--- src/rtl/rab_ax_buffer.sv ---
// rab_ax_buffer: AXI AR/AW stage that turns one slave beat into a RAB lookup and forwards it to master 0/1 or the error path
//
// Ports:
//   s_axi_aclk, s_axi_aresetn        clock, asynchronous active-low reset
//   s_ax_*_i / s_ax_ready_o          slave address beat (addr/id/len/size/user/valid)
//   rab_*_o                          lookup request to the core, held stable from LOOKUP until IDLE
//   rab_accept_i / rab_drop_i        core decision; drop wins when both are high
//   rab_out_addr_i, rab_master_select_i  translated address and target master
//   rab_sent_o                       high in the cycle a master accepts the beat
//   m_ax_*_o, m0/m1_ax_valid_o/_ready_i  shared master fields and per-master handshake
//   drop_*                           request to the error-response generator
//
// Optional build macro RAB_AX_INPUT_SKID_EN: puts a 2-entry FIFO in front of the request
// register so the slave can keep handing over beats while a lookup is outstanding.
module rab_ax_buffer #(
    parameter int unsigned C_AXI_ID_WIDTH   = 8,
    parameter int unsigned C_AXI_USER_WIDTH = 6,
    parameter bit          AX_TYPE          = 1'b0
) (
    input  logic                        s_axi_aclk,
    input  logic                        s_axi_aresetn,
    input  logic [31:0]                 s_ax_addr_i,
    input  logic [C_AXI_ID_WIDTH-1:0]   s_ax_id_i,
    input  logic [7:0]                  s_ax_len_i,
    input  logic [2:0]                  s_ax_size_i,
    input  logic [C_AXI_USER_WIDTH-1:0] s_ax_user_i,
    input  logic                        s_ax_valid_i,
    output logic                        s_ax_ready_o,
    output logic [31:0]                 rab_addr_o,
    output logic [C_AXI_ID_WIDTH-1:0]   rab_id_o,
    output logic [7:0]                  rab_len_o,
    output logic [2:0]                  rab_size_o,
    output logic [C_AXI_USER_WIDTH-1:0] rab_ctrl_o,
    output logic                        rab_type_o,
    output logic                        rab_addr_valid_o,
    input  logic                        rab_accept_i,
    input  logic                        rab_drop_i,
    input  logic [31:0]                 rab_out_addr_i,
    input  logic                        rab_master_select_i,
    output logic                        rab_sent_o,
    output logic [31:0]                 m_ax_addr_o,
    output logic [C_AXI_ID_WIDTH-1:0]   m_ax_id_o,
    output logic [7:0]                  m_ax_len_o,
    output logic [2:0]                  m_ax_size_o,
    output logic [C_AXI_USER_WIDTH-1:0] m_ax_user_o,
    output logic                        m0_ax_valid_o,
    input  logic                        m0_ax_ready_i,
    output logic                        m1_ax_valid_o,
    input  logic                        m1_ax_ready_i,
    output logic [C_AXI_ID_WIDTH-1:0]   drop_id_o,
    output logic [7:0]                  drop_len_o,
    output logic                        drop_valid_o,
    input  logic                        drop_ready_i
);
    typedef enum logic [1:0] {IDLE, LOOKUP, ISSUE, DROP} state_t;
    typedef struct packed {
        logic [31:0]                 addr;
        logic [C_AXI_ID_WIDTH-1:0]   id;
        logic [7:0]                  len;
        logic [2:0]                  size;
        logic [C_AXI_USER_WIDTH-1:0] user;
    } req_t;

    state_t      state_q, state_d;
    req_t        req_q, in_req, slave_req;
    logic [31:0] m_addr_q;
    logic        sel_q, in_valid, m_hs;

    assign slave_req = {s_ax_addr_i, s_ax_id_i, s_ax_len_i, s_ax_size_i, s_ax_user_i};

`ifdef RAB_AX_INPUT_SKID_EN
    req_t       fifo_q [2];
    logic [1:0] cnt_q;
    logic       rd_ptr_q, wr_ptr_q, push, pop;
    assign s_ax_ready_o = cnt_q != 2'd2;
    assign push         = s_ax_valid_i && s_ax_ready_o;
    assign pop          = state_q == IDLE && cnt_q != 2'd0;
    assign in_valid     = pop;
    assign in_req       = fifo_q[rd_ptr_q];
    always_ff @(posedge s_axi_aclk or negedge s_axi_aresetn) begin
        if (!s_axi_aresetn) begin
            cnt_q    <= '0;
            rd_ptr_q <= 1'b0;
            wr_ptr_q <= 1'b0;
        end else begin
            cnt_q    <= cnt_q + {1'b0, push} - {1'b0, pop};
            rd_ptr_q <= rd_ptr_q ^ pop;
            wr_ptr_q <= wr_ptr_q ^ push;
        end
    end
    // Storage needs no reset: the count alone decides what is valid.
    always_ff @(posedge s_axi_aclk) begin
        if (push) fifo_q[wr_ptr_q] <= slave_req;
    end
`else
    assign s_ax_ready_o = state_q == IDLE;
    assign in_valid     = s_ax_valid_i;
    assign in_req       = slave_req;
`endif

    assign m0_ax_valid_o = state_q == ISSUE && !sel_q;
    assign m1_ax_valid_o = state_q == ISSUE && sel_q;
    assign m_hs          = (m0_ax_valid_o && m0_ax_ready_i) || (m1_ax_valid_o && m1_ax_ready_i);

    always_comb begin
        state_d = state_q;
        case (state_q)
            IDLE:    state_d = in_valid ? LOOKUP : IDLE;
            LOOKUP:  state_d = rab_drop_i ? DROP : (rab_accept_i ? ISSUE : LOOKUP);
            ISSUE:   state_d = m_hs ? IDLE : ISSUE;
            default: state_d = drop_ready_i ? IDLE : DROP;
        endcase
    end

    always_ff @(posedge s_axi_aclk or negedge s_axi_aresetn) begin
        if (!s_axi_aresetn) begin
            state_q  <= IDLE;
            req_q    <= '0;
            m_addr_q <= '0;
            sel_q    <= 1'b0;
        end else begin
            state_q <= state_d;
            if (state_q == IDLE && in_valid) req_q <= in_req;
            // A simultaneous drop overrides accept, so the translation is not latched then.
            if (state_q == LOOKUP && rab_accept_i && !rab_drop_i) begin
                m_addr_q <= rab_out_addr_i;
                sel_q    <= rab_master_select_i;
            end
        end
    end

    assign rab_addr_o       = req_q.addr;
    assign rab_id_o         = req_q.id;
    assign rab_len_o        = req_q.len;
    assign rab_size_o       = req_q.size;
    assign rab_ctrl_o       = req_q.user;
    assign rab_type_o       = AX_TYPE;
    assign rab_addr_valid_o = state_q == LOOKUP;
    // Issue handshake is the send event, so the pulse lines up with it exactly.
    assign rab_sent_o       = m_hs;
    assign m_ax_addr_o      = m_addr_q;
    assign m_ax_id_o        = req_q.id;
    assign m_ax_len_o       = req_q.len;
    assign m_ax_size_o      = req_q.size;
    assign m_ax_user_o      = req_q.user;
    assign drop_valid_o     = state_q == DROP;
    assign drop_id_o        = req_q.id;
    assign drop_len_o       = req_q.len;
endmodule

--- config.mk ---
export PLATFORM = sky130hd
export DESIGN_NAME = rab_ax_buffer
export DESIGN_NICKNAME = d
export VERILOG_FILES = /design/src/rtl/rab_ax_buffer.sv
export SDC_FILE = /design/constraint.sdc
export NUM_CORES = 1
export LEC_CHECK = 0
export ABC_AREA = 1
export CELL_PAD_IN_SITES_DETAIL_PLACEMENT = 0
export CELL_PAD_IN_SITES_GLOBAL_PLACEMENT = 2
export CORE_AREA = 2 2 197 122
export CTS_CLUSTER_DIAMETER = 120
export DETAILED_ROUTE_END_ITERATION = 6
export DIE_AREA = 0 0 199 124
export PLACE_DENSITY_LB_ADDON = 0.15
export SYNTH_ARGS = -nofsm -noshare
export SYNTH_HDL_FRONTEND = slang
export SYNTH_SLANG_ARGS = --single-unit
--- constraint.sdc ---
create_clock -name s_axi_aclk -period 1.25 [get_ports s_axi_aclk]
set_input_delay 0.125 -clock s_axi_aclk [delete_from_list [all_inputs] [get_ports s_axi_aclk]]
set_output_delay 0.125 -clock s_axi_aclk [all_outputs]
set_load 0.1 [all_outputs]
Yosys cells after proc, flatten, opt, wreduce, memory -nomap -nowiden:

Cells that the tools add are included.

* bits in registers: 92
* logic and storage cells: 28

* equal/unequal tests: 3
* mux-type cells: 6
* reduce and logical (&&, ||, !) cells: 11

Operators by type and width (number)
* 2-bit 2-to-1 mux: 4
* 1-bit logical AND: 7
* 2-bit case mux with 3 select lines: 1
* 2-bit equality test, second input constant: 2
* 2-bit by 1-bit equality test with 1-bit output, second input constant: 1
* 1-bit zero test: 2
* 2-bit zero test: 1
* 1-bit logical OR: 1
* 1-bit 2-to-1 mux: 1

Logic depth before layout (Yosys ltp):

Gate-level depths: netlist of run 1.

* depth after elaboration: 6
* depth in mapped cells: 7

Worst setup path before layout of run 1:

Ideal clock, no wire load.

* kind: register to output
* start: register state_q[1]
* end: output port m0_ax_valid_o
* arrival: 1897 ps
* cell stages (with the launch flop): 5
* buffers on the path: 0
* setup slack: -772 ps
* cell sequence: dfrtp_1 > inv_2 > nor2_1 > inv_1 > nor2_1

* cells in the longest elaborated chain, start to end: 2

RTL lines
* start: declaration: RTL line 64 `state_t state_q, state_d;`
* start signal: assignment: RTL line 122 `state_q <= state_d;`
* 2-bit equality test: RTL line 101 `assign m0_ax_valid_o = state_q == ISSUE && !sel_q;`
* 1-bit logical AND: RTL line 101
* end: declaration: RTL line 46 `output logic m0_ax_valid_o,`

Every way passes these cells.

Worst setup path in the final report of run 1:

* start: register state_q[1]
* end: output port rab_addr_valid_o

* cells in the longest elaborated chain, start to end: 1

RTL lines
* 2-bit by 1-bit equality test with 1-bit output: RTL line 138 `assign rab_addr_valid_o = state_q == LOOKUP;`
* end: declaration: RTL line 35 `output logic rab_addr_valid_o,`

Every way passes these cells.

==> summary.txt, run 1 <==
Finish
  – Most frequent cells in the layout: nand2_1, buf_12, clkdlybuf4s50_1
  – ANT cells: 0
  – Most common cell after layout, fill and taps aside: nand2_1
  – Post-route insts no fill: roughly 1.0k
  – Layout net count: 791
  – Share of cells above drive strength 1: 0.367
  – Syn-to-layout area delta: 124%

Detailed routing
  – Top layer in use: met4
  – Routed Antenna Nets: 0
  – Wirelength per Cell: 16.3 um
  – Via count: between 3k and 4k
  – Via density per instance: between 3 and 4
  – WL met1: roughly 7400 um
  – Drt initial violations: 119
  – Met3 wire len: 1510 um
  – Number of remaining DRC errors: 0
  – DR pass1 iterations: 4
  – Routed wire length: 16,500 um
  – Met2 WL: 7440 um

Placed design
  – IO buf count: 233
  – GPL Wtd Cong: 0.741
  – Dpl cells: 963
  – Pre-CTS worst setup slack: -0.223 ns
  – HPWL after DPL: around 11,000 um

CTS
  – CTS Buf Count: 9
  – TritonCTS Sinks: 92
  – TritonCTS clock tree: built
  – Root Buffer: clkbuf_16
  – Clk Latency, worst-skew pair: 0.36 ns
  – H-tree depth: 3
  – CTS clk-pin slew, worst paths: ~0.06 ns
  – Clk buf depth: 2

Timing
  – Fin crit period: 1.48 ns
  – Clock skew: 0.00417 ns
  – Unrepaired setup endpoints after global routing: yes
  – Slew Limit Fails: 0
  – Final setup violation count: 64
  – Setup ws final: -0.232 ns
  – Final Hold Fails: 0
  – FMAX: 0.675 GHz
  – Hold_ws: 0.224 ns
  – Final Cycle Share: 1.19

Synth
  – FF+latch count, synth: 92
  – Syn_nets: 557
  – Avg Synthesized Cell Area: between 8 and 9 um2
  – Mapped cell area: slightly above 0.004 mm2
  – Mapped Cells: 459
  – Sequential element share of the synthesized area: 0.568
  – Syn. warnings: 0
  – Synth unique cells: 17

Floorplan
  – Die W: between 150 and 200 um
  – I/O pin cnt: 235
  – Die ar.: 0.0247 mm2
  – Initial Util: 0.178
  – Core region area: 0.0228 mm2
  – Die height: 124 um
  – # rows: 43

Job
  – Maxcap violations: 0

Global route
  – GRT Resource Usage Total: 0.133
  – Pin count of the biggest net entering global routing: 43
  – Gr ovfl total: 0
  – Initial antenna violation count: 0
  – Vias in the first global route: 4,075
  – First-pass GRT wire length: 24,100 um

Worst setup path
  – Crit path max fanout: 10
  – Startpoint types: flip-flop
  – CP endpoint kind: primary output
  – Data required, critical path: 1.12 ns
  – Worst Path Arrival: 1.36 ns
  – WS Path Type: flip-flop to primary output

Hold path
  – HP Class: input port to async pin

Status
  – Violated checks: negative setup slack
  – Status: finished, violations left
[per-stage QoR]
stage	utilization	setup TNS, ns	area (um2)
finish	0.399	-9.28	9080
global route	0.399	-14.11	9080
CTS	0.391	-11.35	8890
detailed placement	0.349	-9.76	7950
global placement	0.349	-8.99	7950
floorplan	-	-0.0203	4110
[cell usage after synthesis (all sizes together)]
master / n / share of area
nand4: 2 / 0.0031
dfrtp: 92 / 0.57
nand3b: 1 / 0.0019
o21ai: 1 / 0.0012
conb: 1 / 0.00093
nand2: 186 / 0.17
buf: 65 / 0.12
inv: 7 / 0.0065
nand3: 91 / 0.11
clkbuf: 4 / 0.0037
nor2: 9 / 0.011
[registers in the layout, summed over array words and instances (netlist names)]
register / count
drop_len_o: 8
m_ax_size_o: 3
m_ax_addr_o: 32
sel_q: 1
rab_addr_o: 32
drop_id_o: 8
m_ax_user_o: 6
state_q: 2
[logic make-up after synthesis]
family / synth area share
AND/OR/NAND/NOR: 0.302
flip-flops: 0.568
buffers and inverters: 0.127
other: 0.000926
AO/OA/AOI/OAI: 0.00123
[path summary, 6_finish.rpt]
check / depth (start not counted) / to / slack [ns] / start
max in group asynchronous: 3 / drop_len_o[5] / 0.52 / s_axi_aresetn
min: 2 / rab_addr_o[16] / 0.22 / s_axi_aresetn
max reg2reg: 8 / rab_addr_o[30] / -0.17 / state_q[1]
max: 5 / rab_addr_valid_o / -0.23 / state_q[1]
min reg2reg: 2 / rab_addr_o[14] / 0.53 / rab_addr_o[14]
min in group s_axi_aclk: 3 / m_ax_addr_o[20] / 0.32 / rab_out_addr_i[20]
[worst max-delay path, stage by stage, from the launching register on]
cell and delay (ns):
dfrtp_1 0.41, inv_2 0.11, nand2_4 0.08, inv_6 0.09
buf_12 0.14, buf_12 0.17
[layout make-up]
| class | count | area, um2 |
|---|---|---|
| fillers | 2123 | 13700 |
| well taps | 315 | 394 |
| repair buffers | 289 | 4580 |
| clock buffers | 12 | 246 |
| clock inverters | 4 | 120 |
| multi-input cells | 294 | 1370 |
| inverters | 7 | 31.3 |
| flip-flops and latches | 92 | 2330 |
[repair_timing]
item | 4_1_cts | 5_1_grt
setup endpoints to repair | 96 | 97
pin swaps | 5 | 16
gates cloned | 11 | 6
endpoints found under the hold margin | 24 | 0
buffers inserted | 14 | 3
hold buffers | 1 | 0
gates resized for setup | 36 | 17
[per-layer routing]
metal | GRT usage | up-vias
met1 | 0.172 | 1849
met2 | 0.197 | 130
li1 | - | 1906
met4 | 0.0396 | 0
met5 | 0 | -
met3 | 0.0607 | 14
Power of run 1 is left out: the tool's default activity adds up to more than one toggle a clock period on the data nets, which glitch-free logic cannot reach.
==> run 2: changes to the inputs <==
- CTS_CLUSTER_DIAMETER: 120 -> 150
==> results of run 2 <==
The final DEF is identical to that of run 1; final timing and power are the same.
Power of run 2 is left out for the same reason.
